File: src/rtl/mips_pkg.sv
// Shared encodings for the multicycle MIPS control path: exception causes,
// sequencer states, default handler vectors and the PC-source select for EPC.
package mips_pkg;

  localparam logic [1:0] CAUSE_NONE   = 2'b00;
  localparam logic [1:0] CAUSE_OPCODE = 2'b01;
  localparam logic [1:0] CAUSE_OVF    = 2'b10;
  localparam logic [1:0] CAUSE_DIV0   = 2'b11;

  localparam logic [1:0] ST_IDLE = 2'd0;
  localparam logic [1:0] ST_READ = 2'd1;
  localparam logic [1:0] ST_WAIT = 2'd2;
  localparam logic [1:0] ST_LOAD = 2'd3;

  localparam logic [31:0] DEF_VEC_OPCODE   = 32'd253;
  localparam logic [31:0] DEF_VEC_OVERFLOW = 32'd254;
  localparam logic [31:0] DEF_VEC_DIV0     = 32'd255;

  // PC-source mux select that picks EPC on return-from-exception
  localparam logic [1:0] PCSRC_EPC = 2'b11;

  function automatic logic [1:0] prio_cause(input logic opc, input logic ovf, input logic div0);
    if (opc)       return CAUSE_OPCODE;
    else if (ovf)  return CAUSE_OVF;
    else if (div0) return CAUSE_DIV0;
    else           return CAUSE_NONE;
  endfunction

endpackage

File: src/rtl/exception_ctrl_latency_counter.sv
// Loadable down-counter with a zero flag; it parks at zero instead of wrapping.
module latency_counter #(
  parameter int W = 2
) (
  input  logic         clk,
  input  logic         reset,
  input  logic         load,
  input  logic [W-1:0] load_val,
  input  logic         dec,
  output logic         zero
);

  logic [W-1:0] count;

  always_ff @(posedge clk or posedge reset) begin
    if (reset) begin
      count <= '0;
    end else if (load) begin
      count <= load_val;
    end else if (dec && (count != '0)) begin
      count <= count - 1'b1;
    end
  end

  assign zero = (count == '0);

endmodule

File: src/rtl/exception_ctrl.sv
// Exception sequencer: latches EPC/cause, fetches the handler vector byte from
// data memory and issues a one-cycle PC load, stalling main control via busy.
module exception_ctrl
  import mips_pkg::*;
#(
  parameter int          MEM_LATENCY  = 2,
  parameter logic [31:0] VEC_OPCODE   = DEF_VEC_OPCODE,
  parameter logic [31:0] VEC_OVERFLOW = DEF_VEC_OVERFLOW,
  parameter logic [31:0] VEC_DIV0     = DEF_VEC_DIV0
) (
  input  logic        clk,
  input  logic        reset,
  input  logic        exc_opcode,
  input  logic        exc_ovf,
  input  logic        exc_div0,
  input  logic [31:0] pc,
  input  logic [7:0]  mem_data,
  output logic        mem_rd,
  output logic [31:0] mem_addr,
  output logic [31:0] epc,
  output logic [1:0]  cause,
  output logic        busy,
  output logic        pc_load,
  output logic [31:0] pc_next
);

  localparam int CNT_W = $clog2(MEM_LATENCY) + 1;
  localparam logic [CNT_W-1:0] CNT_LOAD = CNT_W'(MEM_LATENCY - 1);

  logic [1:0] state;
  logic       any_req;
  logic [1:0] req_cause;
  logic       cnt_zero;

  function automatic logic [31:0] vec_of(input logic [1:0] c);
    case (c)
      CAUSE_OPCODE: return VEC_OPCODE;
      CAUSE_OVF:    return VEC_OVERFLOW;
      CAUSE_DIV0:   return VEC_DIV0;
      default:      return 32'd0;
    endcase
  endfunction

  assign any_req   = exc_opcode | exc_ovf | exc_div0;
  assign req_cause = prio_cause(exc_opcode, exc_ovf, exc_div0);
  assign mem_rd    = (state == ST_READ);

  latency_counter #(
    .W (CNT_W)
  ) u_latency_counter (
    .clk      (clk),
    .reset    (reset),
    .load     (state == ST_READ),
    .load_val (CNT_LOAD),
    .dec      (state == ST_WAIT),
    .zero     (cnt_zero)
  );

  // mem_addr is registered at the request edge so it is already valid in READ
  always_ff @(posedge clk or posedge reset) begin
    if (reset) begin
      state    <= ST_IDLE;
      epc      <= '0;
      cause    <= CAUSE_NONE;
      mem_addr <= '0;
      busy     <= 1'b0;
      pc_load  <= 1'b0;
      pc_next  <= '0;
    end else begin
      case (state)
        ST_IDLE: begin
          if (any_req) begin
            epc      <= pc - 32'd4;
            cause    <= req_cause;
            mem_addr <= vec_of(req_cause);
            busy     <= 1'b1;
            state    <= ST_READ;
          end
        end
        ST_READ: state <= ST_WAIT;
        ST_WAIT: begin
          if (cnt_zero) begin
            pc_next <= {24'b0, mem_data};
            pc_load <= 1'b1;
            state   <= ST_LOAD;
          end
        end
        ST_LOAD: begin
          pc_load <= 1'b0;
          busy    <= 1'b0;
          state   <= ST_IDLE;
        end
        default: state <= ST_IDLE;
      endcase
    end
  end

endmodule

File: config.mk
export PLATFORM = sky130hd
export DESIGN_NAME = exception_ctrl
export DESIGN_NICKNAME = d
export VERILOG_FILES = /design/src/rtl/mips_pkg.sv /design/src/rtl/exception_ctrl_latency_counter.sv /design/src/rtl/exception_ctrl.sv
export SDC_FILE = /design/constraint.sdc
export NUM_CORES = 1
export LEC_CHECK = 0
export BUFFER_PORTS_ARGS = -buffer_cell sky130_fd_sc_hd__buf_2
export CAP_MARGIN = 25
export CORE_MARGIN = 2
export CORE_UTILIZATION = 46
export DETAILED_ROUTE_END_ITERATION = 7
export PLACE_DENSITY = 0.82
export SETUP_SLACK_MARGIN = 0.4
export SYNTH_ARGS = -nofsm -noshare
export SYNTH_HDL_FRONTEND = slang
export SYNTH_SLANG_ARGS = --single-unit
File: constraint.sdc
create_clock -name clk -period 2.1 [get_ports clk]
set_input_delay 0.315 -clock clk [delete_from_list [all_inputs] [get_ports clk]]
set_output_delay 0.315 -clock clk [all_outputs]
set_load 0.05 [all_outputs]
==> flow_summary.ini, run 1 <==
[cells_and_area]
regArea_um2 = 1251
finalInstanceArea_um2 = 3585
multi_input_area_um2 = 1468
diodes = 0
nFillCells = 579
final_nets = 464
syn_to_final_growth_pct = 21.97
fin_util = 0.5711
drive_gt1_frac = 0.3559
stdcell_count = 490
mostFrequentLayoutCell = buf_2
final_cell_mix = buf_2 (97), dfrtp_1 (50), conb_1 (48), nand2_1 (25), nor2_1 (23)

[placement]
postPlaceCellArea_um2 = 3402
dp_cells = 477
hpwl_mm = 4.957
io_buffers = 97
dpl_worst_slack_ns = 0.06123
gp_congestion = 0.8206

[yosys]
ys_warn_count = 0
avgSynthCellArea_um2 = 9.542
synth_flop_cell = dfrtp_1
ys_ff_latch = 50
async_reset_ff_frac = 1.000
yosysSeqAreaShare = 0.4257
synthesis.instances = 308
synth_cell_types = 41
synth-edff-count = 0
syn_area_um2 = 2939

[route]
totalWireLength_mm = 6.596
antenna_left = 0
drt_first_pass_iters = 4
drt_iter0_drc = 89
vias = 2437
drc = 0
routedWlPerCell_um = 13.46
via_per_inst = 4.973

[global_route]
track_usage = 0.1774
antenna_found_initial = 0
grt_pass1_wl_mm = 10.26
grt_pass1_vias = 2262
grt-ovfl-total = 0
grt_max_degree = 35

[sta]
maxSlewViolCount = 0
finalSetupViolCount = 0
finalSetupTns_ns = 0
final.period_utilization = 0.7887
min_period_ns = 1.656
setup_slack_ns = 0.4438
hold_viol = 0
fin_worst_skew_ns = 0.008892
worst_hold_slack_ns = 0.2191
fmaxAchievable_mhz = 603.8
rsz0062_at_grt = yes

[worst_setup_path]
path_depth = 3
ff2ff_path_depth = 5
critPathKind = reg -> out
critPathLaunchType = flop
worstPathCellList = inv_1 > ha_1 > buf_2
cp_num_buf_inv = 2
cp_max_fo = 4
path_delay_family = buffers and inverters
end_kind = primary output
cp.required_ns = 1.78
max_stage_delay_ns = 0.42
worst_path_max_delay_cell = dfrtp_1
cp_data_arrival_time_ns = 1.34

[floorplanning]
core_area_um2 = 6277
rows = 29
die_y_um = 83.93
die_w_um = 83.93
io_pins = 146
dieArea_um2 = 7044
start_util = 0.4682

[cts]
cts.sinks = 50
clock_path_buffers = 2
worstSkewPairLatency_ns = 0.30
numCtsBuffers = 5
cts-root-buf = clkbuf_8
path_clk_slew_ns = 0.09
cts_tree = built
htreeDepth = 2

[power]
peakVddDrop_uv = 1023
power_density_nw_per_um2 = 1636
fin_total_pwr_mw = 5.866
p_leak_nw = 1.649

[min_path]
holdPathStages = 3
hp-class = in -> reg

[run]
cap_violations = 0

[outcome]
status = finished clean
[routing by layer]
| layer | GRT usage | vias up | share of wire |
|---|---|---|---|
| li1 | - | 1197 | - |
| met4 | 0.05572 | 0 | 0.017 |
| met1 | 0.2211 | 1133 | 0.42 |
| met3 | 0.04748 | 11 | 0.080 |
| met2 | 0.3004 | 96 | 0.48 |
| met5 | 0 | - | 0 |
[registers in the layout, indices dropped and copies added (netlist names)]
signal	flops
epc	32
cause	1
pc_next	8
state	2
busy	1
mem_addr	3
u_latency_counter.count	2
pc_load	1
[cells by family (layout without fill, tap and decap cells)]
logic type,Yosys count,after routing,synth area share
AOI/OAI and AO/OA,60,60,0.1320
xor gates and xnor gates,9,9,0.02682
adders and majority gates,7,7,0.02980
buffers and inverters,74,132,0.1643
DFF,50,50,0.4257
muxes,8,8,0.03065
other,1,48,0.001276
and+or+nand+nor,99,99,0.1894
[Yosys cell counts, types with 3 or more instances]
cell type,n,area [µm²]
buf_4,54,405.4
dfrtp_1,50,1251
nand2_1,25,93.84
nor2_1,23,86.33
o21ai_0,19,95.09
a31oi_1,15,93.84
or4_1,13,97.59
inv_1,10,37.54
o31ai_1,9,67.56
clkbuf_1,8,30.03
mux2_2,8,90.09
ha_1,7,87.58
nand3_1,7,35.03
or3_1,7,43.79
xor2_1,5,43.79
nand2b_1,4,25.02
xnor2_1,4,35.03
a21oi_1,3,15.01
nor2b_1,3,18.77
nor4_1,3,18.77
o211ai_1,3,22.52
o22a_1,3,26.28
[power breakdown]
part	total, mW	internal (mW)	leakage (nW)	switching, mW
combinational	3.60	0.943	1.02	2.66
sequential	1.68	1.44	0.578	0.243
clock	0.588	0.267	0.0482	0.321
total	5.87	2.64	1.65	3.22
[tightest hold or removal path: stages]
cell	delay [ns]
buf_2	0.07
nand2_1	0.04
nand2_1	0.05
[timing repair]
action / 4_1_cts / 5_1_grt
gates resized for setup: 3 / 7
setup endpoints to repair: 22 / 21
endpoints found under the hold margin: 13 / 0
buffers inserted: 0 / 4
hold buffers: 1 / 0
gates cloned: 0 / 0
[worst paths after layout]
path	from	end	slack [ns]
max in group asynchronous	reset	pc_next[6]	1.04
hold reg to reg	epc[1]	epc[1]	0.48
setup / recovery	state[1]	mem_rd	0.44
hold / removal	pc[0]	epc[0]	0.22
setup reg to reg	state[1]	epc[17]	0.47
min in group asynchronous	reset	epc[2]	0.54
[final cells by class]
cell class	instances	area share
well taps	77	0.02688
clock inverters	1	0.001396
multi-input cells	231	0.4094
flip-flops and latches	50	0.3490
inverters	10	0.01047
clock buffers	7	0.02408
repair buffers	114	0.1787
Power figures use the tool's default switching activity.
==> inputs of run 2 (changes only) <==
clock period = 1.58 ns   (was 2.1 ns; I/O delays follow)
==> run 2 against run 1 <==
Compared with the run above: the flow now finishes with violations (hold timing, setup timing); cell count is 16% higher; via count increased by 32%; clock skew rose by 0.00060 ns; critical path type is now reg -> reg; critical endpoint is now state[0]; highest routed layer unchanged.
==> flow_summary.ini, run 2 (synthesized netlist as in run 1, its figures left out) <==
[outcome]
status = finished, violations left
violations = hold timing, setup timing

[cts]
htreeDepth = 2
path_clk_slew_ns = 0.10
cts-root-buf = clkbuf_8
worstSkewPairLatency_ns = 0.32
numCtsBuffers = 5
cts.sinks = 50
cts_tree = built
clock_path_buffers = 2

[global_route]
grt_pass1_vias = 2957
met1_usage = 0.3096
use_met2 = 0.4902
busiest_layer = met2
antenna_found_initial = 0
grt_max_degree = 28
grt_pass1_wl_mm = 15.09
track_usage = 0.2701
grt-ovfl-total = 0
grt_use_met3 = 0.06133

[worst_setup_path]
critPathKind = reg -> reg
cp_max_fo = 5
max_stage_delay_ns = 0.44
worst_path_max_delay_cell = dfrtp_1
regToRegSetupSlack_ns = -0.03
critPathLaunchType = flop
rr_startpoint = state[0]
ff2ff_path_depth = 8
cp.required_ns = 1.81
r2r_end = state[0]
cp_data_arrival_time_ns = 1.84
setup.worst_path.start = state[0]
worstPathCellList = inv_2 > buf_6 > buf_6 > ha_4 > nor2b_4 > a21oi_2 > nor2_1 > a21oi_1
crit_end = state[0]
crit_top_cell = buf_6
end_kind = flop

[route]
drc = 0
vias = 3207
routedWlPerCell_um = 21.42
via_per_inst = 5.646
totalWireLength_mm = 12.16
drt_iter0_drc = 252
drt_first_pass_iters = 5
antenna_left = 0

[sta]
finalSetupViolCount = 7
final.period_utilization = 1.017
fin_worst_skew_ns = 0.009488
maxSlewViolCount = 0
rsz0062_at_grt = yes
hold_viol = 12
min_period_ns = 1.607
setup_slack_ns = -0.02700
worst_hold_slack_ns = -0.008244
fmaxAchievable_mhz = 622.3

[run]
cap_violations = 0

[power]
p_leak_nw = 2.286
power_density_nw_per_um2 = 2155
peakVddDrop_uv = 2181

[floorplanning]
start_util = 0.4682
die_w_um = 83.93
rows = 29
die_y_um = 83.93
io_pins = 146
core_area_um2 = 6277
dieArea_um2 = 7044

[min_path]
hp-class = in -> async

[cells_and_area]
finalInstanceArea_um2 = 4942
diodes = 0
syn_to_final_growth_pct = 68.16
top_regs = epc (32), pc_next (8), mem_addr (3)
drive_gt1_frac = 0.5295
largest-register = epc
final_nets = 542
largest_register_ffs = 32
mostFrequentLayoutCell = buf_4
final_cell_mix = buf_4 (86), dfrtp_1 (49), conb_1 (48), buf_2 (40), buf_6 (29)

[placement]
io_buffers = 97
gp_congestion = 0.8236
hpwl_mm = 5.585
postPlaceCellArea_um2 = 3824
-- run 2: changes by cell type in the layout (fill, tap and decap cells not counted), sizes merged --
cell         change
inv              -2
buf             +58
clkinv           +1
clkbuf          +20
clkinvlp         +1
dlygate4sd3      -1
nand2            +1
-- run 2: worst max-delay path, delay by kind of cell (launching register included) --
| family | cells | cell delay, ns |
|---|---|---|
| AOI/OAI and AO/OA | 2 | 0.34 |
| adders and majority gates | 1 | 0.17 |
| buffers and inverters | 3 | 0.34 |
| DFF | 1 | 0.44 |
| and+or+nand+nor | 2 | 0.23 |
-- run 2: what timing repair did --
action,4_1_cts,5_1_grt
buffers inserted,18,15
endpoints found under the setup margin,63,92
gates resized for setup,73,95
endpoints found under the hold margin,0,0
pin swaps,20,26
hold buffers,0,0
gates cloned,5,3
-- run 2: worst min-delay path by stage --
| stage | start | depth (start not counted) | endpoint | slack, ns |
|---|---|---|---|---|
| 6_report | reset | 3 | epc[7] | -0.008 |
| 5_1_grt | reset | 3 | epc[7] | 0.01 |
| 4_1_cts | reset | 3 | epc[10] | 0.003 |
| 3_5_place_dp | reset | 3 | epc[2] | 0.34 |
| 3_3_place_gp | reset | 3 | epc[4] | 0.34 |
| 2_1_floorplan | reset | 1 | busy | 0.28 |
-- run 2: where the power goes --
| part | switching, mW | leakage (nW) | internal, mW |
|---|---|---|---|
| Clock | 0.458 | 0.0482 | 0.355 |
| Combinational | 4.50 | 1.66 | 2.92 |
| Sequential | 0.508 | 0.577 | 1.91 |
-- run 2: through the flow --
| stage | std cells | total power, mW | util | setup slack, ns | TNS [ns] |
|---|---|---|---|---|---|
| floorplan | 355 | 6.214 | - | -0.06762 | -0.1141 |
| global placement | 519 | 7.063 | 0.6091 | -0.2426 | -3.179 |
| detailed placement | 519 | 7.189 | 0.6091 | -0.2788 | -3.889 |
| CTS | 550 | 9.136 | 0.7130 | 0.1014 | 0 |
| global route | 568 | 10.99 | 0.7873 | -0.08419 | -0.2144 |
| finish | 568 | 10.65 | 0.7873 | -0.02700 | -0.09222 |
-- run 2: layout make-up --
| type | count | area (µm²) |
|---|---|---|
| flip-flops and latches | 50 | 1252 |
| well taps | 77 | 96.34 |
| fillers | 318 | 1335 |
| repair buffers | 191 | 1688 |
| clock inverters | 1 | 5.005 |
| multi-input cells | 232 | 1755 |
| clock buffers | 7 | 86.33 |
| inverters | 10 | 58.81 |
-- run 2: metal layers --
layer | wire length, µm | vias up
met3 | 984 | 59
li1 | - | 1360
met1 | 4394 | 1559
met5 | 0 | -
met4 | 566 | 0
met2 | 6219 | 229
==> inputs of run 3 (changes only) <==
BUFFER_PORTS_ARGS = default   (was -buffer_cell sky130_fd_sc_hd__buf_2)
CORE_UTILIZATION = 55   (was 46)
DONT_BUFFER_PORTS = 1   (was default)
PLACE_DENSITY = 0.72   (was 0.82)
REMOVE_ABC_BUFFERS = 1   (was default)
==> run 3 against run 2 <==
Compared with the run above: routed wire length fell by 39%; the flow now finishes without violations; count of clock-buffer cells in the layout fell by 1; non-clock buffer count fell by 128; die area fell by 16%; sequential power rose by 75%; total power fell by 20%; sequential cell count did not move; largest cell class unchanged; first-iteration DRC count fell by 73%; cell count fell by 24%.
==> flow_summary.ini, run 3 (synthesized netlist as in run 1, its figures left out) <==
[route]
drt_first_pass_iters = 4
drt_iter0_drc = 69
via_per_inst = 5.397
totalWireLength_mm = 7.399
vias = 2337
routedWlPerCell_um = 17.09
drc = 0
antenna_left = 0

[cells_and_area]
top_regs = epc (32), pc_next (8), mem_addr (3)
final_nets = 414
syn_to_final_growth_pct = 28.40
nFillCells = 382
final_cell_mix = conb_1 (48), buf_4 (43), dfrtp_2 (40), nand2_1 (21), nor2_1 (21)
finalInstanceArea_um2 = 3774
diodes = 0
drive_gt1_frac = 0.4270
stdcell_count = 433
largest-register = epc
largest_register_ffs = 32
mostFrequentLayoutCell = conb_1

[sta]
finalSetupViolCount = 0
fin_worst_skew_ns = 0.005313
final.period_utilization = 0.9142
setup_slack_ns = 0.1355
hold_viol = 0
maxSlewViolCount = 0
fmaxAchievable_mhz = 692.3
rsz0062_at_grt = yes
finalSetupTns_ns = 0
min_period_ns = 1.445

[cts]
worstSkewPairLatency_ns = 0.30
cts-root-buf = clkbuf_8
cts.sinks = 50
htreeDepth = 2
path_clk_slew_ns = 0.09
numCtsBuffers = 5
cts_tree = built
clock_path_buffers = 2

[min_path]
hold_start = pc[1]
holdPathStages = 2
hp-class = in -> reg
whs_endpoint = epc[1]

[worst_setup_path]
cp_max_fo = 5
end_kind = flop
regToRegSetupSlack_ns = 0.14
critPathKind = reg -> reg
ff2ff_path_depth = 6
critPathLaunchType = flop
cp_data_arrival_time_ns = 1.64
rr_startpoint = state[1]
r2r_end = pc_next[5]
cp.required_ns = 1.77

[placement]
hpwl_mm = 4.634
postPlaceCellArea_um2 = 3062
dpl_worst_slack_ns = -0.1943
io_buffers = 0
gp_congestion = 0.8097
dp_cells = 396

[floorplanning]
start_util = 0.5718
die_y_um = 77.10
rows = 26
dieArea_um2 = 5944
core_area_um2 = 5140
io_pins = 146
die_w_um = 77.10

[power]
power_density_nw_per_um2 = 2255
p_leak_nw = 1.566
peakVddDrop_uv = 1363
fin_total_pwr_mw = 8.511

[global_route]
grt_pass1_vias = 2378
grt-ovfl-total = 0
antenna_found_initial = 0
track_usage = 0.2484
grt_max_degree = 51
grt_pass1_wl_mm = 11.70

[outcome]
status = finished clean

[run]
cap_violations = 0
[run 3: cell types whose count changed in the layout (fill, tap and decap cells not counted), moves of 4 or more]
cell	change
buf_2	-40
dfrtp_2	+39
nand3_1	+4
dfrtp_1	-39
clkbuf_4	-18
buf_6	-19
nand3_2	-4
o21ai_1	-10
o21ai_0	+8
buf_4	-43
nor2_4	-4
[run 3: timing repair]
action                                  in CTS  in global routing
gates resized for setup                    103                 12
endpoints found under the setup margin      98                 62
endpoints found under the hold margin       50                  0
pin swaps                                   22                 14
setup buffers                               19                  6
gates cloned                                 3                  0
hold buffers                                 1                  0
[run 3: final cells by class]
type	count	area, µm²	share of cell area
well taps	70	87.58	0.02321
inverters	10	40.04	0.01061
clock buffers	6	82.58	0.02188
multi-input cells	232	1627	0.4310
repair buffers	63	623.1	0.1651
flip-flops and latches	50	1301	0.3448
clock inverters	2	12.51	0.003316
[run 3: stage by stage]
stage,utilization,hold slack [ns]
after floorplan,-,0.3424
after global placement,0.5957,0.1891
after detailed placement,0.5957,0.1907
after CTS,0.7159,0.03451
after global routing,0.7342,0.02470
final,0.7342,0.03746
[run 3: layer usage]
metal  wire, µm  part of all wire  up-vias  track usage
li1           -                 -     1101            -
met1       2762              0.37     1125       0.2812
met2       3855              0.52      100       0.4412
met3        671             0.091       11      0.08824
met4        109             0.015        0      0.07143
met5          0                 0        -            0
[run 3: power breakdown]
part	internal [mW]	switching [mW]	total, mW
combinational	1.60	1.90	3.50
sequential	1.99	2.24	4.23
clock	0.353	0.431	0.783
[run 3: worst max path at each step]
stage	from	endpoint	slack [ns]
2_1_floorplan	state[0]	epc[6]	-1.04
3_3_place_gp	pc[13]	epc[28]	-0.20
3_5_place_dp	pc[13]	epc[24]	-0.19
4_1_cts	state[1]	mem_rd	0.17
5_1_grt	state[0]	epc[19]	0.08
6_report	state[1]	pc_next[5]	0.14
[run 3: critical path, stage by stage (launching register included)]
cell	delay (ns)
dfrtp_1	0.39
buf_4	0.14
buf_6	0.11
ha_4	0.18
buf_12	0.13
nand2_8	0.07
mux2_4	0.31
